`src/rtl/century_clock_pkg.sv`:
```
// Shared types and helpers for the century clock BCD counter stages.
package century_clock_pkg;

  typedef logic [3:0] bcd_digit_t;

  localparam bcd_digit_t BCD_ZERO = 4'h0;
  localparam bcd_digit_t BCD_NINE = 4'h9;

  // Decimal to packed BCD, up to eight digits; higher digits are dropped.
  function automatic logic [31:0] to_bcd(input int unsigned val);
    logic [31:0] res;
    int unsigned rem;
    res = '0;
    rem = val;
    for (int i = 0; i < 8; i++) begin
      res[4*i +: 4] = 4'(rem % 10);
      rem = rem / 10;
    end
    return res;
  endfunction

endpackage

```
`src/rtl/bcd_digit_step.sv`:
```
// Single BCD digit increment or decrement with ripple carry/borrow in and out.
module bcd_digit_step
  import century_clock_pkg::*;
(
  input  logic [3:0] digit,
  input  logic       dec,
  input  logic       cin,
  output logic [3:0] result,
  output logic       cout
);

  always_comb begin
    result = digit;
    cout   = 1'b0;
    if (cin) begin
      if (!dec) begin
        if (digit >= BCD_NINE) begin
          result = BCD_ZERO;
          cout   = 1'b1;
        end else begin
          result = digit + 4'd1;
        end
      end else begin
        if (digit == BCD_ZERO) begin
          result = BCD_NINE;
          cout   = 1'b1;
        end else begin
          result = digit - 4'd1;
        end
      end
    end
  end

endmodule

```
`src/rtl/bcd_range_counter.sv`:
```
// Packed-BCD counter with programmable upper bound, parallel load and manual adjust.
// Optional out-of-range clamp on idle cycles: BCD_RANGE_COUNTER_CLAMP_EN.
module bcd_range_counter
  import century_clock_pkg::*;
#(
  parameter int unsigned DIGITS  = 2,
  parameter int unsigned MIN_VAL = 0
) (
  input  logic                  clk,
  input  logic                  rst_n,
  input  logic                  clr,
  input  logic                  load,
  input  logic [4*DIGITS-1:0]   load_val,
  input  logic                  tick,
  input  logic                  up,
  input  logic                  down,
  input  logic [4*DIGITS-1:0]   max_val,
  output logic [4*DIGITS-1:0]   count,
  output logic                  carry,
  output logic                  at_max,
  output logic                  load_err
);

  localparam int unsigned W = 4 * DIGITS;
  localparam logic [31:0]  MIN_FULL = to_bcd(MIN_VAL);
  localparam logic [W-1:0] MIN_BCD  = MIN_FULL[W-1:0];

  logic [DIGITS:0] inc_c;
  logic [DIGITS:0] dec_c;
  logic [W-1:0]    inc_val;
  logic [W-1:0]    dec_val;
  logic [W-1:0]    inc_next;
  logic [W-1:0]    dec_next;
  logic [W-1:0]    tick_next;
  logic [W-1:0]    manual_next;
  logic            load_ok;

  assign inc_c[0] = 1'b1;
  assign dec_c[0] = 1'b1;

  for (genvar i = 0; i < DIGITS; i++) begin : g_digit
    bcd_digit_step u_inc (
      .digit  (count[4*i +: 4]),
      .dec    (1'b0),
      .cin    (inc_c[i]),
      .result (inc_val[4*i +: 4]),
      .cout   (inc_c[i+1])
    );
    bcd_digit_step u_dec (
      .digit  (count[4*i +: 4]),
      .dec    (1'b1),
      .cin    (dec_c[i]),
      .result (dec_val[4*i +: 4]),
      .cout   (dec_c[i+1])
    );
  end

  // Full-scale overflow/underflow falls back into the legal range.
  assign inc_next = inc_c[DIGITS] ? MIN_BCD : inc_val;
  assign dec_next = dec_c[DIGITS] ? max_val : dec_val;

  assign at_max    = (count >= max_val);
  assign tick_next = at_max ? MIN_BCD : inc_next;

  always_comb begin
    load_ok = (load_val >= MIN_BCD) && (load_val <= max_val);
    for (int i = 0; i < DIGITS; i++) begin
      if (load_val[4*i +: 4] > BCD_NINE) load_ok = 1'b0;
    end
  end

  always_comb begin
    manual_next = count;
    if (up && !down) begin
      manual_next = tick_next;
    end else if (down && !up) begin
      if ((count == MIN_BCD) || (count > max_val)) manual_next = max_val;
      else                                          manual_next = dec_next;
    end
  end

  always_ff @(posedge clk or negedge rst_n) begin
    if (!rst_n) begin
      count    <= MIN_BCD;
      carry    <= 1'b0;
      load_err <= 1'b0;
    end else begin
      carry    <= 1'b0;
      load_err <= 1'b0;
      if (clr) begin
        count <= MIN_BCD;
      end else if (load) begin
        if (load_ok) count    <= load_val;
        else         load_err <= 1'b1;
      end else if (tick) begin
        count <= tick_next;
        carry <= at_max;
      end else begin
`ifdef BCD_RANGE_COUNTER_CLAMP_EN
        if (count > max_val) count <= max_val;
        else                 count <= manual_next;
`else
        count <= manual_next;
`endif
      end
    end
  end

endmodule

```
`config.mk`:
```
export PLATFORM = sky130hd
export DESIGN_NAME = bcd_range_counter
export DESIGN_NICKNAME = d
export VERILOG_FILES = /design/src/rtl/century_clock_pkg.sv /design/src/rtl/bcd_digit_step.sv /design/src/rtl/bcd_range_counter.sv
export SDC_FILE = /design/constraint.sdc
export NUM_CORES = 1
export LEC_CHECK = 0
export CAP_MARGIN = 5
export CELL_PAD_IN_SITES_DETAIL_PLACEMENT = 0
export CELL_PAD_IN_SITES_GLOBAL_PLACEMENT = 1
export CORE_UTILIZATION = 42
export CTS_CLUSTER_SIZE = 25
export DETAILED_ROUTE_END_ITERATION = 8
export DONT_BUFFER_PORTS = 1
export GPL_TIMING_DRIVEN = 0
export HOLD_SLACK_MARGIN = 0.08
export PLACE_DENSITY = 0.82
export SLEW_MARGIN = 30
export SYNTH_ARGS = -nofsm -noshare
export SYNTH_HDL_FRONTEND = slang
export SYNTH_SLANG_ARGS = --single-unit
```
`constraint.sdc`:
```
create_clock -name clk -period 2.5 [get_ports clk]
set_input_delay 0.5 -clock clk [delete_from_list [all_inputs] [get_ports clk]]
set_output_delay 0.5 -clock clk [all_outputs]
set_load 0.03 [all_outputs]
```
Word level (Yosys, flattened, before mapping):

Cells that the tools add are included.

* logic and storage cells: 60
* input port bits: 23
* register bits after elaboration: 10

* eq/ne operators: 1
* $lt $le $gt $ge: 8
* add/subtract/negate cells: 4
* reduce and logical (&&, ||, !) cells: 13
* multiplexer cells: 30

Operator list (number)
* two-way mux 8 bit: 10
* two-way mux 4 bit: 6
* two-way mux 1 bit: 14
* adder 4 x 1 -> 4 bit (second input constant): 2
* greater-or-equal comparator 4 bit (second input constant): 2
* greater-or-equal comparator 8 x 1 -> 1 bit (second input constant): 1
* greater-or-equal comparator 8 bit: 1
* greater-than comparator 4 bit (second input constant): 2
* greater-than comparator 8 bit: 1
* less-or-equal comparator 8 bit: 1
* logical NOT 4 bit: 2
* logical NOT 8 bit: 1
* subtractor 4 x 1 -> 4 bit (second input constant): 2
* nonzero test 7 bit: 1
* nonzero test 5 bit: 1
* logical AND 1 bit: 3
* != test 3 x 2 -> 1 bit (second input constant): 1
* AND reduction 3 bit: 1
* logical NOT 1 bit: 2
* AND reduction 2 bit: 1
* logical OR 1 bit: 1

Longest topological paths before layout:

* depth after elaboration: 10
* gate-level depth with buffers: 10

Modules after synthesis:

From an unflattened synthesis, not the netlist that was laid out.

* cell total of the unflattened synthesis: 316
* area total of the unflattened synthesis: 2367.3 sq um

By module, submodules not included
* bcd_digit_step: area each 310.3 sq um, times used 4, cells an instance 44, seq. area each 0.0 sq um
* bcd_range_counter: area each 1126.1 sq um, times used 1, cells an instance 140, seq. area each 250.2 sq um

Worst setup path before layout:

No wires, ideal clock.

* path type: reg-to-reg
* start point: reg count[0]
* end point: reg count[4]
* arrival time: 2.518 ns
* library setup time: 0.125 ns
* path buffers: 0
* period minus slack after synthesis: 2.643 ns
* data required time: 2.375 ns
* stages on the path, launching flop included: 9
* slack: -0.143 ns
* cell sequence: dfrtp_1 inv_1 ha_1 nand4_1 o21a_1 or3_4 or3_1 a32o_1 mux2_4

* word-level cells in the longest chain between the ends: 10
* elaborated cells between the ends (all ways): 22
* classes of those cells: order compare: 3; mux: 14; reduce/logical: 5

RTL lines
* from (decl): RTL line bcd_range_counter.sv:18 `output logic [4*DIGITS-1:0] count,`
* from (signal assigned): RTL line bcd_range_counter.sv:93 `if (load_ok) count <= load_val;`
* from (signal assigned): RTL line bcd_range_counter.sv:96 `count <= tick_next;`
* from (signal assigned): RTL line bcd_range_counter.sv:103 `count <= manual_next;`
* branches (longest 10 deep; another with greater-or-equal comparator 4 bit)

Parallel ways; which one is timed is not known. The select of a mux whose other input is x is not followed.
A chain may end at the register's enable or synchronous reset.

Worst setup path in the final report:

* start point: reg count[1]
* end point: reg count[4]

Same word-level chain as after synthesis.

==> metrics.md <==
| Metric | Value |
|---|---|
| Post-synth top area share | `0.2050` |
| CP top delay family | `simple AND/OR/NAND/NOR gates` |
| Residual DRC | `0` |
| GR Overflow Total | `0` |
| Part of the power in the clock network | `0.139` |
| CTS tree | `done` |
| Routability congestion estimate | `~0.9` |
| Final clock skew | `between 0.003 and 0.004 ns` |
| Layout cells sized above 1 | `0.2378` |
| Total power | `roughly 1.0 mW` |
| Crit path buf inv count | `0` |
| First drt pass iteration count | `4` |
| Post-synth top area cell | `ha_1` |
| Final-report setup violation count | `4` |
| Worst-Margin Slew | `0.9022 ns` |
| Row count | `20` |
| Synth cell types | `51` |
| FF/Latch Area | `around 260 um^2` |
| Synthesized cell area | `roughly 1400 um^2` |
| I/O Pins | `34` |
| TritonCTS Buffers | `3` |
| Area of the multi-input gates | `between 1000 and 1500 um^2` |
| Via density | `about 6.2` |
| Starting Density | `0.4524` |
| Sequential Power Share | `0.299` |
| CTS Root Cell | `clkbuf_4` |
| Failing checks | `setup timing` |
| Largest fanout on the critical path | `7` |
| Fin nets | `approximately 230` |
| Net Sw Frac | `0.4791` |
| Max Clk Rate | `378.3 MHz` |
| Crit path max-delay cell type | `dfrtp_2` |
| Synth top area cells | `ha_1 20%, dfrtp_1 18%, a21oi_1 4.6%` |
| Die area | `around 3600 um^2` |
| CP Class | `register to register` |
| Combinational Power Share | `0.562` |
| Dpl ws | `-0.2304 ns` |
| Final ANT Viol Nets | `0` |
| Number of clock sinks | `10` |
| Hold slack | `0.3772 ns` |
| Ys Warns | `0` |
| Inserted Diodes | `0` |
| Total global-route track usage | `0.2450` |
| Worst hold path type | `input pin to register` |
| Relative slew slack | `0.3986` |
| Crit path capture type | `register` |
| # Max-Cap Violations | `0` |
| Final worst slack | `-0.1431 ns` |
| Global-route wire length before repair | `between 6 and 7 mm` |
| Power per cell area | `~630 nW/um^2` |
| Pins Over Slew Limit | `0` |
| Top_reg_cell synth | `dfrtp_1` |
| Status | `complete, but fails checks` |
| Crit-path cells | `ha_4 > nor2b_1 > o211ai_2 > a211oi_2 > or3_4 > or3_1 > a32o_1 > mux2_4` |
| Initial DRC count | `slightly above 60` |
| DPL Wire Length | `3.296 mm` |
| Die width | `59.82 um` |
| Clk_lat worst skew | `0.26 ns` |
| Clock Tree Buf Depth | `2` |
| RSZ-0062 raised after global routing | `true` |
| Initial antenna violation count | `0` |
| Final core utilization | `0.5407` |
| Clock-pin slew on the worst setup and hold paths | `0.07 ns` |
| CP required | `2.65 ns` |
| Top cells by count, synth | `23 x ha_1, 16 x inv_1, 14 x nand2_1, 14 x nor2_1, 13 x a21oi_1` |
| Fin. Hold Viols | `0` |
| Leak | `about 0.68 nW` |
| Drt wl/cell | `roughly 18 um` |
| Vias in the first global route | `between 1000 and 1500` |
| Async S/R FF share, synth | `1.000` |
| Mean cell area of the mapped netlist | `a little under 8 um^2` |
| #FFs+latches synth | `10` |
| Die H | `59.82 um` |
| Post-synthesis sequential area ratio | `0.1783` |
| H-tree Lvls | `1` |
| Startpoint types | `register` |
| Maximum number of pins on one net before global-route repair | `11` |
| CP peak stage delay | `0.53 ns` |
| Max IR drop VDD | `0.2795 mV` |
| Core Area | `3103 um^2` |
| Most common cell in the netlist | `ha_1` |
| Post-Route WL | `just over 4 mm` |
| Via count | `roughly 1400` |
| Port buffer count | `0` |
| Internal power | `0.5464 mW` |
| Gate Count Post-Synth | `about 180` |
| Arrival @ worst endpoint | `about 2.8 ns` |
| Min Tclk post-route | `around 2.6 ns` |
| # fillers | `around 330` |
| Synth-to-Final Area Change | `19.52%` |
| Period utilisation layout | `1.057` |
| Reported net switching power | `between 0.5 and 0.6 mW` |
| Mapped Nets | `about 220` |
| EDFF count, synth | `0` |
logic make-up after synthesis:
family | after synthesis | synth area share
AOI/OAI and AO/OA | 60 | 0.2968
and+or+nand+nor | 59 | 0.2193
adders and majority gates | 23 | 0.2050
buffers and inverters | 19 | 0.05080
DFF | 10 | 0.1783
xor gates and xnor gates | 4 | 0.02496
muxes | 3 | 0.02495
power groups by stage:
| stage | clock [mW] | combinational [mW] | sequential (mW) |
|---|---|---|---|
| 6_report | 0.146 | 0.589 | 0.314 |
| 5_1_grt | 0.158 | 0.652 | 0.320 |
| 4_1_cts | 0.151 | 0.570 | 0.314 |
| 3_5_place_dp | 0 | 0.519 | 0.310 |
| 3_3_place_gp | 0 | 0.499 | 0.310 |
| 2_1_floorplan | 0 | 0.418 | 0.290 |
worst reg2reg max path, delay by kind of cell (launching register included):
family / cells / cell delay [ns]
AND/OR/NAND/NOR: 3 / 0.84
AO/OA/AOI/OAI: 3 / 0.63
flip-flops: 1 / 0.53
adder cells (fa/ha/maj): 1 / 0.29
multiplexers: 1 / 0.25
state kept, by name (all words and copies together), names as in the netlist:
signal / count
load_err: 1
count: 8
carry: 1
cell usage in the layout (no fill, tap or decap), types with 3 or more instances in the layout:
master and n:
ha_4 8, nand4_1 3, nor2_1 14, nor3_1 3
nand2_1 14, dfrtp_2 8, inv_1 14, o31ai_1 4
o21a_1 4, nand2b_1 3, clkbuf_4 4, a21oi_1 12
xnor2_1 3, ha_1 15, a31oi_1 4, nand3_1 6
o21ai_0 9
through the flow:
step	std cells	cell area (um^2)	TNS, ns
2_1_floorplan	178	1459	0
3_3_place_gp	222	1514	-0.6362
3_5_place_dp	222	1514	-1.135
4_1_cts	228	1657	-0.2633
5_1_grt	229	1678	-1.037
6_report	229	1678	-0.3792
area by class of cell:
type	instances	area share
plain buffers	3	0.008949
clock buffers	4	0.02163
inverters	16	0.03729
multi-input cells	149	0.7293
flip-flops and latches	10	0.1551
well taps	44	0.03281
repair buffers	3	0.01491
worst paths after layout:
| kind | startpoint | endpoint | slack [ns] | cells past startpoint |
|---|---|---|---|---|
| worst min register to register | count[1] | count[1] | 0.78 | 1 |
| min in group asynchronous | rst_n | carry | 0.62 | 1 |
| worst max register to register | count[1] | count[4] | -0.14 | 8 |
| worst min-delay path | load_val[2] | count[2] | 0.38 | 2 |
| worst max-delay path | count[1] | count[4] | -0.14 | 8 |
| max in group asynchronous | rst_n | count[0] | 1.53 | 1 |
metal layers:
metal,part of all wire,vias to the layer above,track usage
met5,0,-,0
met4,0.0083,0,0.03987
met3,0.053,2,0.05628
met2,0.51,46,0.4540
met1,0.42,678,0.2884
li1,-,684,-
repair_timing:
action | 4_1_cts | 5_1_grt
pin swaps | 3 | 0
endpoints found under the setup margin | 9 | 8
endpoints found under the hold margin | 10 | 0
buffers inserted | 1 | 1
hold buffers | 1 | 0
resized for setup | 12 | 3
Note: power is estimated with default switching activity, not from simulation.
